**src/rtl/sd_arb_pkg.sv**
```systemverilog
`default_nettype none
// ============================================================================
// Module   : sd_arb_pkg
// Brief    : Shared types and constants for the two-drive SD port arbiter.
// Revision : 1.0 - initial release
// ============================================================================
package sd_arb_pkg;

    localparam int          NUM_DRIVES             = 2;
    localparam logic [23:0] SD_ARB_TIMEOUT_DEFAULT = 24'd10_000_000;

    typedef enum logic [0:0] {
        IDLE = 1'b0,
        OWN  = 1'b1
    } sd_arb_state_e;

endpackage : sd_arb_pkg
`default_nettype wire

```
**src/rtl/sd_arb_rr_pick.sv**
```systemverilog
`default_nettype none
// ============================================================================
// Module   : sd_arb_rr_pick
// Brief    : Combinational two-way round-robin chooser with per-drive mask.
// Revision : 1.0 - initial release
// ============================================================================
module sd_arb_rr_pick
    import sd_arb_pkg::*;
(
    input  logic [NUM_DRIVES-1:0] req_i,
    input  logic                  last_i,
    input  logic [NUM_DRIVES-1:0] mask_i,
    output logic                  valid_o,
    output logic                  winner_o
);

    logic [NUM_DRIVES-1:0] elig;

    always_comb begin
        elig     = req_i & ~mask_i;
        valid_o  = |elig;
        winner_o = 1'b0;
        // On a tie the drive that did not own the port last time wins.
        if (&elig) begin
            winner_o = ~last_i;
        end else begin
            winner_o = elig[1];
        end
    end

endmodule : sd_arb_rr_pick
`default_nettype wire

```
**src/rtl/sd_drive_arbiter.sv**
```systemverilog
`default_nettype none
// ============================================================================
// Module   : sd_drive_arbiter
// Brief    : Grants the single SD block port to one floppy track loader for a
//            whole track transfer and routes ack/buffer traffic to the owner.
//            Optional ack watchdog enabled by defining SD_ARB_TIMEOUT_EN.
// Revision : 1.0 - initial release
// ============================================================================
module sd_drive_arbiter
    import sd_arb_pkg::*;
#(
    parameter logic [23:0] TIMEOUT_CYCLES = SD_ARB_TIMEOUT_DEFAULT
) (
    input  logic        clk,
    input  logic        reset,
    input  logic [31:0] req_lba0,
    input  logic [31:0] req_lba1,
    input  logic [1:0]  req_rd,
    input  logic [1:0]  req_wr,
    output logic [1:0]  req_ack,
    output logic [1:0]  req_buff_wr,
    input  logic [7:0]  req_buff_din0,
    input  logic [7:0]  req_buff_din1,
    output logic [31:0] sd_lba,
    output logic        sd_rd,
    output logic        sd_wr,
    input  logic        sd_ack,
    input  logic        sd_buff_wr,
    output logic [7:0]  sd_buff_din,
    output logic        busy,
    output logic        owner,
    output logic [1:0]  timeout_err
);

    sd_arb_state_e         state_q;
    logic                  owner_q;
    logic                  last_q;
    logic [31:0]           sd_lba_q;
    logic                  sd_rd_q;
    logic                  sd_wr_q;
    logic                  busy_q;

    logic [NUM_DRIVES-1:0] req_any;
    logic [NUM_DRIVES-1:0] mask;
    logic                  pick_valid;
    logic                  pick_winner;
    logic                  tmo_hit;

    logic                  own_rd;
    logic                  own_wr;
    logic [31:0]           own_lba;
    logic                  win_rd;
    logic                  win_wr;
    logic [31:0]           win_lba;

    assign req_any = req_rd | req_wr;

    sd_arb_rr_pick u_pick (
        .req_i    (req_any),
        .last_i   (last_q),
        .mask_i   (mask),
        .valid_o  (pick_valid),
        .winner_o (pick_winner)
    );

    assign own_rd  = req_rd[owner_q];
    assign own_wr  = req_wr[owner_q];
    assign own_lba = owner_q ? req_lba1 : req_lba0;
    assign win_rd  = req_rd[pick_winner];
    assign win_wr  = req_wr[pick_winner];
    assign win_lba = pick_winner ? req_lba1 : req_lba0;

    always_ff @(posedge clk) begin
        if (reset) begin
            state_q  <= IDLE;
            owner_q  <= 1'b0;
            last_q   <= 1'b1;
            sd_lba_q <= 32'd0;
            sd_rd_q  <= 1'b0;
            sd_wr_q  <= 1'b0;
            busy_q   <= 1'b0;
        end else begin
            case (state_q)
                IDLE: begin
                    sd_rd_q <= 1'b0;
                    sd_wr_q <= 1'b0;
                    if (pick_valid) begin
                        state_q  <= OWN;
                        busy_q   <= 1'b1;
                        owner_q  <= pick_winner;
                        sd_lba_q <= win_lba;
                        sd_rd_q  <= win_rd & ~win_wr;
                        sd_wr_q  <= win_wr;
                    end
                end
                OWN: begin
                    // A pending ack keeps the grant even after the request drops.
                    if (tmo_hit || (!own_rd && !own_wr && !sd_ack)) begin
                        state_q <= IDLE;
                        busy_q  <= 1'b0;
                        last_q  <= owner_q;
                        sd_rd_q <= 1'b0;
                        sd_wr_q <= 1'b0;
                    end else begin
                        sd_lba_q <= own_lba;
                        sd_rd_q  <= own_rd & ~own_wr;
                        sd_wr_q  <= own_wr;
                    end
                end
                default: begin
                    state_q <= IDLE;
                    busy_q  <= 1'b0;
                    sd_rd_q <= 1'b0;
                    sd_wr_q <= 1'b0;
                end
            endcase
        end
    end

`ifdef SD_ARB_TIMEOUT_EN
    logic [23:0] tmo_cnt_q;
    logic        ack_q;
    logic [1:0]  mask_q;
    logic [1:0]  tmo_err_q;
    logic        ack_rise;

    assign ack_rise = sd_ack & ~ack_q;
    // Fires on the edge where the counter would reach the limit.
    assign tmo_hit  = (state_q == OWN) && !ack_rise &&
                      (tmo_cnt_q == (TIMEOUT_CYCLES - 24'd1));

    always_ff @(posedge clk) begin
        if (reset) begin
            tmo_cnt_q <= 24'd0;
            ack_q     <= 1'b0;
            mask_q    <= 2'b00;
            tmo_err_q <= 2'b00;
        end else begin
            ack_q     <= sd_ack;
            tmo_err_q <= 2'b00;
            if ((state_q == IDLE) || ack_rise) begin
                tmo_cnt_q <= 24'd0;
            end else begin
                tmo_cnt_q <= tmo_cnt_q + 24'd1;
            end
            mask_q <= mask_q & req_any;
            if (tmo_hit) begin
                tmo_err_q[owner_q] <= 1'b1;
                mask_q[owner_q]    <= 1'b1;
            end
        end
    end

    assign mask        = mask_q;
    assign timeout_err = tmo_err_q;
`else
    logic [23:0] unused_timeout;

    assign unused_timeout = TIMEOUT_CYCLES;
    assign tmo_hit        = 1'b0;
    assign mask           = 2'b00;
    assign timeout_err    = 2'b00;
`endif

    always_comb begin
        req_ack     = 2'b00;
        req_buff_wr = 2'b00;
        sd_buff_din = 8'd0;
        if (state_q == OWN) begin
            req_ack[owner_q]     = sd_ack;
            req_buff_wr[owner_q] = sd_buff_wr;
            sd_buff_din          = owner_q ? req_buff_din1 : req_buff_din0;
        end
    end

    assign sd_lba = sd_lba_q;
    assign sd_rd  = sd_rd_q;
    assign sd_wr  = sd_wr_q;
    assign busy   = busy_q;
    assign owner  = owner_q;

endmodule : sd_drive_arbiter
`default_nettype wire

```
**config.mk**
```make
export PLATFORM = sky130hd
export DESIGN_NAME = sd_drive_arbiter
export DESIGN_NICKNAME = d
export VERILOG_FILES = /design/src/rtl/sd_arb_pkg.sv /design/src/rtl/sd_arb_rr_pick.sv /design/src/rtl/sd_drive_arbiter.sv
export SDC_FILE = /design/constraint.sdc
export NUM_CORES = 1
export LEC_CHECK = 0
export CORE_UTILIZATION = 33
export DETAILED_ROUTE_END_ITERATION = 6
export GPL_TIMING_DRIVEN = 0
export PLACE_DENSITY_LB_ADDON = 0.05
export SLEW_MARGIN = 5
export SYNTH_ARGS = -nofsm -noshare
export SYNTH_HDL_FRONTEND = slang
export SYNTH_SLANG_ARGS = --single-unit
```
**constraint.sdc**
```tcl
create_clock -name clk -period 1.55 [get_ports clk]
set_clock_uncertainty 0.1 [all_clocks]
set_input_delay 0.3875 -clock clk [delete_from_list [all_inputs] [get_ports clk]]
set_output_delay 0.3875 -clock clk [all_outputs]
set_load 0.02 [all_outputs]
```
; After elaboration in Yosys (flattened, before gate mapping)
; Cells that the tools add are included.
[totals]
in_bits = 88
romBits = 0
mem_bits_rw = 0
word_cells = 66
ff_bits = 38
n_memories = 0
out_inout_bits = 50
latch_bits = 0
[classes]
reduce_logical = 12
shifts = 0
bitwise = 9
multipliers = 0
magnitude_cmp = 3
n_div = 0
mux = 32
n_addsub = 0
eq_ne = 3
[op_table]
columns = operator, n
row1 = 2-to-1 mux 32 bit, 4
row2 = one-hot mux 32 bit (2 select lines), 1
row3 = 2-to-1 mux 1 bit, 18
row4 = 2-to-1 mux 8 bit, 2
row5 = AND reduction 2 bit, 5
row6 = one-hot mux 1 bit (2 select lines), 4
row7 = bitwise AND 2 bit, 2
row8 = < comparator 1 x 2 -> 1 bit (second input constant), 2
row9 = 2-to-1 mux 2 bit, 2
row10 = inequality test 2 bit (second input constant), 2
row11 = NOT 1 bit, 4
row12 = logical AND 1 bit, 3
row13 = logical NOT 1 bit, 3
row14 = bitwise AND 1 bit, 2
row15 = inequality test 2 x 1 -> 1 bit (second input constant), 1
row16 = OR 2 bit, 1
row17 = OR reduction 2 bit, 1
row18 = demux 1 bit (select 1 bit), 1
row19 = >= comparator 1 bit (second input constant), 1

; Longest topological paths before layout
; Gate-level depths: netlist (run 1).
[depth]
depth_word = 9
depth_mapped = 7
ltp_nobuf = 4

; Cells and area by module
; From an unflattened synthesis (run 1), not the netlist that was laid out.
[unflattened]
cells_unflattened = 206
hier_area_um2 = 2122.0
[by_module_without_submodules]
columns = module, seq_area_each_um2, n_inst, area_each_um2, cells_each
row1 = sd_drive_arbiter, 760.7, 1, 2083.2, 201
row2 = sd_arb_rr_pick, 0.0, 1, 38.8, 5

; Worst setup path before layout (run 1)
; OpenSTA, ideal clock, no wires.
[synth_timing]
path_type = reg-to-output
start = register owner_q (netlist: owner)
end = output port sd_buff_din[1]
n_path_buf = 2
arrival_ns = 1.437
path_slack_ns = -0.374
required_time_ns = 1.062
stages_incl_launch_ff = 5
path_cell_list = dfxtp_1 -> buf_6 -> clkbuf_1 -> mux2i_1 -> nor2b_1
[synth_between]
elab_chain_cells = 2
[synth_lines]
columns = item, line_no
row1 = from (decl), sd_drive_arbiter.sv:36  ; logic owner_q;
row2 = from (signal assigned), sd_drive_arbiter.sv:90  ; owner_q <= pick_winner;
row3 = 2-to-1 mux 8 bit, sd_drive_arbiter.sv:172  ; sd_buff_din = owner_q ? req_buff_din1 : req_buff_din0;
row4 = 2-to-1 mux 8 bit, sd_drive_arbiter.sv:169  ; if (state_q == OWN) begin
row5 = to (decl), sd_drive_arbiter.sv:29  ; output logic [7:0] sd_buff_din,
; Every way passes these cells.

; Worst setup path after layout (run 1)
[layout_timing]
start = register owner_q (netlist: owner)
end = output port sd_buff_din[7]
; Same word-level chain as after synthesis.

==> results of run 1 <==
## cell families (layout without fill, tap and decap cells)
kind of cell,after synthesis,count (layout),share of synthesized area
AOI/OAI and AO/OA,78,78,0.336
buffers and inverters,29,197,0.0733
muxes,10,10,0.0515
and+or+nand+nor,91,92,0.189
DFF,38,38,0.348
other,1,2,0.00172
## metal layers
layer	vias up	part of all wire	GRT usage
met3	2	0.072	0.0596
met4	0	0.0038	0.0423
met1	1168	0.44	0.272
met2	88	0.49	0.355
met5	-	0	0
li1	1226	-	-
## cell usage after synthesis
cell       number
nand2b_1        2
o21a_1          1
buf_4           2
a2bb2oi_1       1
inv_1           1
o31a_2          1
mux2i_4         1
or3_1           1
o21a_2          1
clkbuf_1       15
and2_1          1
nand4b_2        1
and3_1          4
conb_1          1
nor2b_1         9
a31oi_1         1
a211o_1         1
a21oi_1        36
o22ai_1         1
a311oi_1        3
buf_2           5
dfxtp_1        38
nand2_1        65
mux2i_1         9
a311oi_2       29
nor2_1          7
buf_6           5
o31ai_4         1
o21ai_0         1
inv_2           1
nor4_4          1
a32o_1          1
## worst register-to-register path: cells and delay by family, from the launching register on
family	cells	cell delay [ps]
AOI/OAI and AO/OA	1	280
and+or+nand+nor	1	180
DFF	1	400
buffers and inverters	3	460
muxes	1	240
## worst min path at each step
stage                         to  slack (ps)
after floorplan           last_q         400
after global placement      busy         380
after detailed placement    busy         390
after CTS                   busy         410
after global routing        busy         420
final                       busy         400
## stage by stage
| stage | setup slack, ps | hold WS (ps) |
|---|---|---|
| final | -260 | 404 |
| after global routing | -306 | 425 |
| after CTS | -306 | 406 |
| after detailed placement | -1020 | 386 |
| after global placement | -954 | 383 |
| after floorplan | -165 | 397 |
## power by group through the flow
stage | registers [mW] | logic [mW] | clock network (mW)
2_1_floorplan | 1.25 | 0.414 | 0
3_3_place_gp | 1.14 | 1.03 | 0
3_5_place_dp | 1.14 | 1.04 | 0
4_1_cts | 1.12 | 1.12 | 0.748
5_1_grt | 1.15 | 1.25 | 0.791
6_report | 1.14 | 1.17 | 0.735
## flip-flops by register name, indices dropped and copies added, names as in the netlist
register / count
state_q: 1
sd_wr: 1
busy: 1
sd_rd: 1
sd_lba: 32
owner: 1
last_q: 1
## layout by cell type, fill, tap and decap left out, types with 7 or more instances in the layout
| cell type | Yosys | routed |
|---|---|---|
| buf_4 | 2 | 20 |
| mux2i_4 | 1 | 8 |
| clkbuf_16 | 0 | 7 |
| a311oi_2 | 29 | 30 |
| buf_6 | 5 | 20 |
| nand2_1 | 65 | 65 |
| clkbuf_8 | 0 | 7 |
| a21oi_2 | 0 | 26 |
| clkdlybuf4s50_1 | 0 | 80 |
| dlygate4sd2_1 | 0 | 36 |
| dfxtp_1 | 38 | 36 |
## layout make-up
cell class                 count  area, um2
buffer                        25        288
clock buffer                   6       82.6
clock inverter                 2       11.3
fill                         529       1870
inverter                       2       10.0
multi-input combinational    182       1620
sequential                    38        768
tap                           77       96.3
timing repair buffer         162       1640
## what timing repair did
| action | 4_1_cts | 5_1_grt |
|---|---|---|
| gates cloned | 2 | 5 |
| endpoints found under the setup margin | 85 | 47 |
| resized for setup | 203 | 22 |
| setup buffers | 16 | 6 |
| pin swaps | 8 | 4 |
| hold buffers | 0 | 0 |
==> results.md, run 1 <==
* Status: complete, but fails checks
* Failing checks: negative setup slack
* Internal power at 2.08 mW
* Final setup vio count at 47
* DP Wirelength at around 5 mm
* Top cell by count, worst path: buf_6
* Initial antenna violation count at 0
* CP delay by family, top: flip-flops
* Die area at between 6000 and 7000 um2
* Top-area cell type share of the netlist area at 0.348
* Final std cells w/o fill at ~490
* Setup CP Type: reg -> out
* CP Max Fanout at 6
* Post-Synthesis Cells at about 250
* Crit path buffers/inverters at 3
* Initial DRC count at 49
* Setup crit end: sd_buff_din[7]
* Fraction of layout cells with a size suffix above 1 at 0.398
* Final period util at 1.17
* NetSw at between 0.9 and 1 mW
* Register area share after synthesis at 0.348
* Worst Reg-to-Reg Cells at 6
* CTS buffer count at 5
* Pin count of the biggest net entering global routing at 13
* Sw Share at 0.318
* Slew margin rel. at 0.524
* Clk network pwr share at 0.241
* Crit path cell chain: buf_6, buf_6, mux2i_2, nor2b_2, buf_6
* Top cells by area, synth: dfxtp_1 35%, a311oi_2 20%, nand2_1 11%
* # diodes at 0
* Die Ht at approximately 83 um
* Nets at roughly 500
* Drt drc at 0
* Clock transition at the registers of the reported paths at 80 ps
* Final hold viol count at 0
* Placed cells at 459
* R2r endpoint: last_q
* H-Tree Depth at 2
* Mean Syn Cell Area at ~8.8 um2
* Worst path slowest cell: dfxtp_4
* Worst path depth at 5
* Synthesis Warnings at 0
* Routed WL per cell at around 16 um
* Clock Tree Root: clkbuf_8
* Crit path largest cell delay at roughly 400 ps
* Yosys reg bits at 38
* Worst R2R Start: owner
* Starting density of the core at 0.342
* Startpoint Class: register
* Top-Level Pins at approximately 140
* Total Routing Usage GR at 0.212
* PortBufs at 134
* WHS Path Cells at 2
* Final WS setup at -260 ps
* Area Overhead vs Synth at 107%
* TritonRoute pass-1 iters at 4
* Setup tns final at -8660 ps
* Worst hold path class: reg -> reg
* VDD IR max at between 0.4 and 0.5 mV
* Critical path launch point: owner
* Drt total wl at ~7.7 mm
* Final Wtd Congestion at about 0.73
* Die Width at around 83 um
* Yosys top cell by area: dfxtp_1
* Worst EP arrival at 1320 ps
* Vias/cell at between 5 and 6
* Vias in the first global route at ~2400
* Worst hold start: busy
* CORE AREA at roughly 6400 um2
* Worst Path Required at approximately 1100 ps
* Clk_lat worst skew at 290 ps
* RSZ-0062 raised after global routing: true
* Antenna Violating Nets Remaining at 0
* First-pass GRT wire length at 11.9 mm
* Post-layout min period at 1810 ps
* Crit. End Element: primary output
* CTS tree: yes
* Fin util at 0.708
* Slew Viols, Final at 0
* Routed vias at 2484
* Total power at between 3 and 4 mW
* Synthesized cell area at between 2000 and 2500 um2
* Worst slew pin tran at between 700 and 800 ps
* CTS sink count at 38
* Max Fclk at between 500 and 600 MHz
* Leakage at approximately 1.9 nW
* Power share of the combinational group at 0.386
* Final Cell Area at ~4500 um2
* FP Rows at 29
* Max_cap viols at 0
* Max Root-Sink Buffers at 2
* Share of power burned in registers at 0.373
* Pwr dens at approximately 670 nW/um2
* Grt ovf at 0
* Dpl cell area at 3730 um2
* Synth unique cells at 32
* Reg-to-reg setup timing slack at -220 ps
(Power assumes the default switching activity.)
==> run 2, diff against run 1 <==
- CELL_PAD_IN_SITES_DETAIL_PLACEMENT: default -> 1
- CELL_PAD_IN_SITES_GLOBAL_PLACEMENT: default -> 1
- CORE_UTILIZATION: 33 -> 23
- HOLD_SLACK_MARGIN: default -> 0.12
- PLACE_DENSITY: default -> 0.88
- PLACE_DENSITY_LB_ADDON: 0.05 -> default
==> run 2 against run 1 <==
Compared with the run above: the run still ends with negative setup slack left; fmax is 4.0% lower; combinational power barely moved; global-route usage decreased by 2.4 points; total power grew 0.58%; largest power group unchanged.
==> results.md, run 2 (synthesized netlist as in run 1, its figures left out) <==
* Placed cells at 511 (was 459)
* Initial antenna violation count at 0 (unchanged)
* CP Max Fanout at 7 (was 6)
* Fin util at 0.494 (was 0.708)
* RSZ-0062 raised after global routing: true (unchanged)
* Max Fclk at 530 MHz (was 552 MHz)
* FP Rows at 35 (was 29)
* Worst Path Required at 1060 ps (about the same)
* # diodes at 0 (unchanged)
* Die Ht at 99.5 um (was 83.4 um)
* Failing checks: negative setup slack (unchanged)
* Reg-to-reg setup timing slack at -250 ps (was -220 ps)
* Pin count of the biggest net entering global routing at 12 (was 13)
* Antenna Violating Nets Remaining at 0 (unchanged)
* First-pass GRT wire length at 14.5 mm (was 11.9 mm)
* # fillers at 1014 (was 529)
* Die Width at 99.5 um (was 83.4 um)
* Die area at 9890 um2 (was 6950 um2)
* H-Tree Depth at 2 (unchanged)
* Worst Reg-to-Reg Cells at 7 (was 6)
* Hold path endpoint: sd_lba[16] (was busy)
* Vias/cell at 4.68 (was 5.03)
* Dpl cell area at 3800 um2 (was 3730 um2)
* Drt total wl at 9.08 mm (was 7.68 mm)
* Status: complete, but fails checks (unchanged)
* CTS buffer count at 5 (unchanged)
* Vias in the first global route at 2838 (was 2364)
* Starting density of the core at 0.236 (was 0.342)
* CTS tree: yes (unchanged)
* Worst R2R Start: owner (unchanged)
* Final hold viol count at 0 (unchanged)
* Post-layout min period at 1890 ps (was 1810 ps)
* Setup CP Type: reg -> out (unchanged)
* VDD IR max at 0.329 mV (was 0.420 mV)
* Cts hold-fix bufs at 0 (unchanged)
* Clk_lat worst skew at 290 ps (about the same)
* Startpoint Class: register (unchanged)
* Area Overhead vs Synth at 109% (was 107%)
* Top-Level Pins at 138 (unchanged)
* Clock Tree Root: clkbuf_8 (unchanged)
* Commonest non-fill, non-tap cell in the layout: clkdlybuf4s50_1 (unchanged)
* CORE AREA at 9240 um2 (was 6390 um2)
* Worst hold start: sd_lba[16] (was busy)
* TritonRoute pass-1 iters at 3 (was 4)
* Slew Viols, Final at 0 (unchanged)
* Clock transition at the registers of the reported paths at 80 ps (about the same)
* Final WS setup at -336 ps (was -260 ps)
* PortBufs at 134 (unchanged)
* Commonest cells after routing, fill and taps aside: 82 x clkdlybuf4s50_1, 65 x nand2_1, 35 x dfxtp_1 (was 80 x clkdlybuf4s50_1, 65 x nand2_1, 36 x dfxtp_1, 36 x dlygate4sd2_1, 30 x a311oi_2)
* Largest register FFs at 32 (unchanged)
* Routed WL per cell at 16.7 um (was 15.5 um)
* Final period util at 1.22 (was 1.17)
* Worst slew pin tran at 785 ps (was 714 ps)
* Final Cell Area at 4560 um2 (was 4520 um2)
* Worst EP arrival at 1400 ps (was 1320 ps)
* WHS Path Cells at 2 (unchanged)
* Total Routing Usage GR at 0.188 (was 0.212)
* Initial DRC count at 34 (was 49)
* Drt drc at 0 (unchanged)
* Pwr dens at 671 nW/um2 (was 673 nW/um2)
* Worst hold path class: reg -> reg (unchanged)
* Slew margin rel. at 0.476 (was 0.524)
* Crit. End Element: primary output (unchanged)
* CTS sink count at 38 (unchanged)
* Final setup vio count at 47 (unchanged)
* Routed vias at 2538 (was 2484)
* Final Wtd Congestion at 0.693 (was 0.725)
* R2r endpoint: sd_lba[23] (was last_q)
* Nets at 500 (was 504)
* Grt ovf at 0 (unchanged)
* Fraction of layout cells with a size suffix above 1 at 0.395 (was 0.398)
* Max_cap viols at 0 (unchanged)
* Leakage at 1.83 nW (was 1.86 nW)
* DP Wirelength at 6.14 mm (was 4.88 mm)
* Max Root-Sink Buffers at 2 (unchanged)
* Final std cells w/o fill at 542 (was 494)
run 2: cell types whose count changed in the layout (fill, tap and decap cells not counted), sizes merged:
cell and change:
clkbuf +4, clkdlybuf4s15 +3, clkdlybuf4s50 +2, buf -4, inv -1, dlymetal6s2s -1
dlygate4sd2 -7
run 2: per-layer routing:
metal  routed length [um]  GRT usage
met3                  447     0.0358
met4                   78     0.0385
met1                 3610      0.215
met5                    0          0
met2                 4940      0.360
run 2: area by class of cell:
cell class,instances,area [um2],share of cell area
multi-input cells,182,1660,0.363
repair buffers,157,1560,0.342
flip-flops and latches,38,769,0.169
plain buffers,26,313,0.0686
well taps,129,161,0.0354
clock buffers,7,86.3,0.0189
inverters,2,10.0,0.00219
clock inverters,1,5.00,0.00110
run 2: worst max-delay path by stage:
stage / cells after the start / start / end / slack (ps)
after floorplan: 7 / owner / sd_lba[10] / -170
after global placement: 6 / req_wr[1] / sd_lba[1] / -950
after detailed placement: 6 / req_wr[1] / sd_lba[17] / -1100
after CTS: 5 / owner / sd_buff_din[5] / -330
after global routing: 5 / owner / sd_buff_din[6] / -390
final: 5 / owner / sd_buff_din[4] / -340
run 2: repair_timing:
action                                  CTS  global route
pin swaps                                13             8
gates cloned                              8             0
endpoints found under the setup margin   85            51
resized for setup                       200            39
buffers inserted                         16             4
run 2: power by group:
| group | total, mW | leakage [nW] | switching, mW | internal (mW) |
|---|---|---|---|---|
| clock network | 0.732 | 0.0482 | 0.372 | 0.360 |
| logic | 1.19 | 1.46 | 0.549 | 0.643 |
| registers | 1.14 | 0.317 | 0.0674 | 1.07 |
run 2: critical path, cell delays in order (launching register included):
cell and delay [ps]:
dfxtp_4 370, buf_12 130, clkbuf_16 170, mux2i_4 250
nor2b_4 60, buf_6 130
run 2: metrics by stage:
| stage | setup TNS [ps] | hold slack, ps | setup slack, ps | power, mW |
|---|---|---|---|---|
| 3_3_place_gp | -39120 | 374 | -948 | 2.18 |
| 2_1_floorplan | -5320 | 397 | -165 | 1.66 |
| 4_1_cts | -11110 | 416 | -332 | 3.06 |
| 6_report | -9890 | 424 | -336 | 3.06 |
| 3_5_place_dp | -41780 | 404 | -1100 | 2.21 |
| 5_1_grt | -12740 | 442 | -394 | 3.23 |
==> run 3, diff against run 2 <==
- CORE_UTILIZATION: 23 -> 39
- DONT_BUFFER_PORTS: default -> 1
- PLACE_DENSITY: 0.88 -> 0.85
- SLEW_MARGIN: 5 -> default
==> run 3 against run 2 <==
Compared with the run above: the flow still finishes with violations (negative setup slack); non-clock buffer count down 141; clock-buffer cell count stayed put; final cell count down 37%; routed wire length down 8.3%; register-to-register slack lost 80 ps; via count fell by 19%; global-route usage rose by 7.6 points; die area decreased by 40%; core utilization up 14 points; setup slack worse by 15 ps; critical endpoint is now sd_buff_din[5]; largest power group is now sequential cells; highest routed layer unchanged.
==> results.md, run 3 (synthesized netlist as in run 1, its figures left out) <==
* Drt drc at 0 (unchanged)
* Die Ht at 76.8 um (was 99.5 um)
* Total power at 2.71 mW (was 3.06 mW)
* Post-layout min period at 1900 ps (was 1890 ps)
* Critical path launch point: owner (unchanged)
* RSZ-0062 raised after global routing: true (unchanged)
* Antenna Violating Nets Remaining at 0 (unchanged)
* Routed WL per cell at 24.3 um (was 16.7 um)
* Crit. End Element: primary output (unchanged)
* Nets at 359 (was 500)
* Initial antenna violation count at 0 (unchanged)
* VDD IR max at 0.514 mV (was 0.329 mV)
* Leakage at 1.18 nW (was 1.83 nW)
* Worst Reg-to-Reg Cells at 6 (was 7)
* Initial DRC count at 79 (was 34)
* Status: complete, but fails checks (unchanged)
* Commonest cells after routing, fill and taps aside: 65 x nand2_1, 36 x dfxtp_1, 30 x a311oi_2 (was 82 x clkdlybuf4s50_1, 65 x nand2_1, 35 x dfxtp_1)
* Final Wtd Congestion at 0.717 (was 0.693)
* Clk network pwr share at 0.271 (was 0.239)
* Die area at 5910 um2 (was 9890 um2)
* Worst slew pin tran at 770 ps (was 785 ps)
* Worst R2R Start: owner (unchanged)
* Setup WS pre-CTS at -395 ps (was -1100 ps)
* # diodes at 0 (unchanged)
* Multi-input logic area at 1800 um2 (was 1660 um2)
* Setup CP Type: reg -> out (unchanged)
* Max_cap viols at 0 (unchanged)
* CTS sink count at 38 (unchanged)
* Clock transition at the registers of the reported paths at 80 ps (about the same)
* CP Max Fanout at 6 (was 7)
* H-Tree Depth at 2 (unchanged)
* Max Root-Sink Buffers at 2 (unchanged)
* Setup crit end: sd_buff_din[5] (was sd_buff_din[4])
* Final std cells w/o fill at 342 (was 542)
* R2r endpoint: sd_lba[27] (was sd_lba[23])
* Worst Path Required at 1060 ps (about the same)
* CORE AREA at 5240 um2 (was 9240 um2)
* Clock Tree Root: clkbuf_8 (unchanged)
* Power share of the combinational group at 0.253 (was 0.390)
* Drt total wl at 8.32 mm (was 9.08 mm)
* CTS buffer count at 5 (unchanged)
* Internal power at 1.77 mW (was 2.07 mW)
* NetSw at 0.941 mW (was 0.989 mW)
* Pin count of the biggest net entering global routing at 12 (unchanged)
* Fraction of layout cells with a size suffix above 1 at 0.515 (was 0.395)
* Worst EP arrival at 1410 ps (was 1400 ps)
* FP Rows at 26 (was 35)
* Commonest non-fill, non-tap cell in the layout: nand2_1 (was clkdlybuf4s50_1)
* Slew Viols, Final at 0 (unchanged)
* Final hold viol count at 0 (unchanged)
* Pwr dens at 820 nW/um2 (was 671 nW/um2)
* Largest register FFs at 32 (unchanged)
* Grt ovf at 0 (unchanged)
* Routed vias at 2047 (was 2538)
* Total Routing Usage GR at 0.264 (was 0.188)
* Clk_lat worst skew at 290 ps (about the same)
* Worst hold path class: in -> reg (was reg -> reg)
* CTS tree: yes (unchanged)
* Top-Level Pins at 138 (unchanged)
* Vias/cell at 5.99 (was 4.68)
* Share of power burned in registers at 0.475 (was 0.371)
* First-pass GRT wire length at 12.0 mm (was 14.5 mm)
* Area Overhead vs Synth at 51.4% (was 109%)
* Final period util at 1.23 (was 1.22)
* PortBufs at 0 (was 134)
* DP Wirelength at 4.70 mm (was 6.14 mm)
* FF/Latch Area at 768 um2 (was 769 um2)
* Sw Share at 0.347 (was 0.323)
* Slew margin rel. at 0.487 (was 0.476)
* Failing checks: negative setup slack (unchanged)
* Hold_ws at 148 ps (was 424 ps)
* Max Fclk at 526 MHz (was 530 MHz)
* Reg-to-reg setup timing slack at -330 ps (was -250 ps)
* # fillers at 547 (was 1014)
* Die Width at 76.8 um (was 99.5 um)
* Startpoint Class: register (unchanged)
* TritonRoute pass-1 iters at 4 (was 3)
* Final setup vio count at 47 (unchanged)
* Vias in the first global route at 2180 (was 2838)
* Cts hold-fix bufs at 0 (unchanged)
* Final WS setup at -351 ps (was -336 ps)
* Starting density of the core at 0.417 (was 0.236)
* Placed cells at 318 (was 511)
==> run 3: changes by cell type in the layout (fill, tap and decap cells not counted), sizes merged <==
cell / before / now
dlygate4sd2: 29 / 0
buf: 45 / 19
clkbuf: 27 / 30
clkdlybuf4s50: 82 / 0
clkdlybuf4s15: 7 / 0
==> run 3: stage by stage <==
stage	util	TNS, ps	instance area [um2]
6_report	0.631	-12490	3310
5_1_grt	0.631	-14350	3310
4_1_cts	0.598	-10690	3130
3_5_place_dp	0.455	-12430	2380
3_3_place_gp	0.455	-10900	2380
2_1_floorplan	-	-5320	2300
==> run 3: critical path: stages, from the launching register on <==
cell       delay [ps]
dfxtp_4           390
buf_8             150
clkbuf_16         170
mux2i_4           200
nor2b_4           200
==> run 3: how the worst min path moves through the flow <==
stage / start / to / slack (ps) / cells past startpoint
final: req_lba1[6] / sd_lba[6] / 150 / 2
after global routing: req_lba1[6] / sd_lba[6] / 140 / 2
after CTS: req_lba1[6] / sd_lba[6] / 140 / 2
after detailed placement: req_lba1[6] / sd_lba[6] / 460 / 2
after global placement: last_q / last_q / 450 / 1
after floorplan: last_q / last_q / 400 / 1
==> run 3: cell type report <==
cell class,instances,share of cell area
multi-input combinational,182,0.546
sequential,38,0.232
buffer,26,0.0870
timing repair buffer,16,0.0779
tap,70,0.0265
clock buffer,7,0.0261
inverter,2,0.00303
clock inverter,1,0.00151
==> run 3: timing repair <==
item	4_1_cts	5_1_grt
gates cloned	5	3
setup buffers	8	1
pin swaps	15	11
setup endpoints to repair	47	47
gates resized for setup	103	18
==> run 3: metal layers <==
layer | global-route usage | vias up | wire length [um]
li1 | - | 934 | -
met1 | 0.289 | 1006 | 3160
met5 | 0 | - | 0
met2 | 0.479 | 89 | 4370
met3 | 0.0810 | 18 | 565
met4 | 0.0885 | 0 | 226
==> run 3: power by group through the flow <==
stage,logic (mW),clock network [mW],registers [mW]
floorplan,0.414,0,1.25
global placement,0.468,0,1.27
detailed placement,0.486,0,1.27
CTS,0.627,0.732,1.28
global route,0.728,0.794,1.30
finish,0.687,0.736,1.29
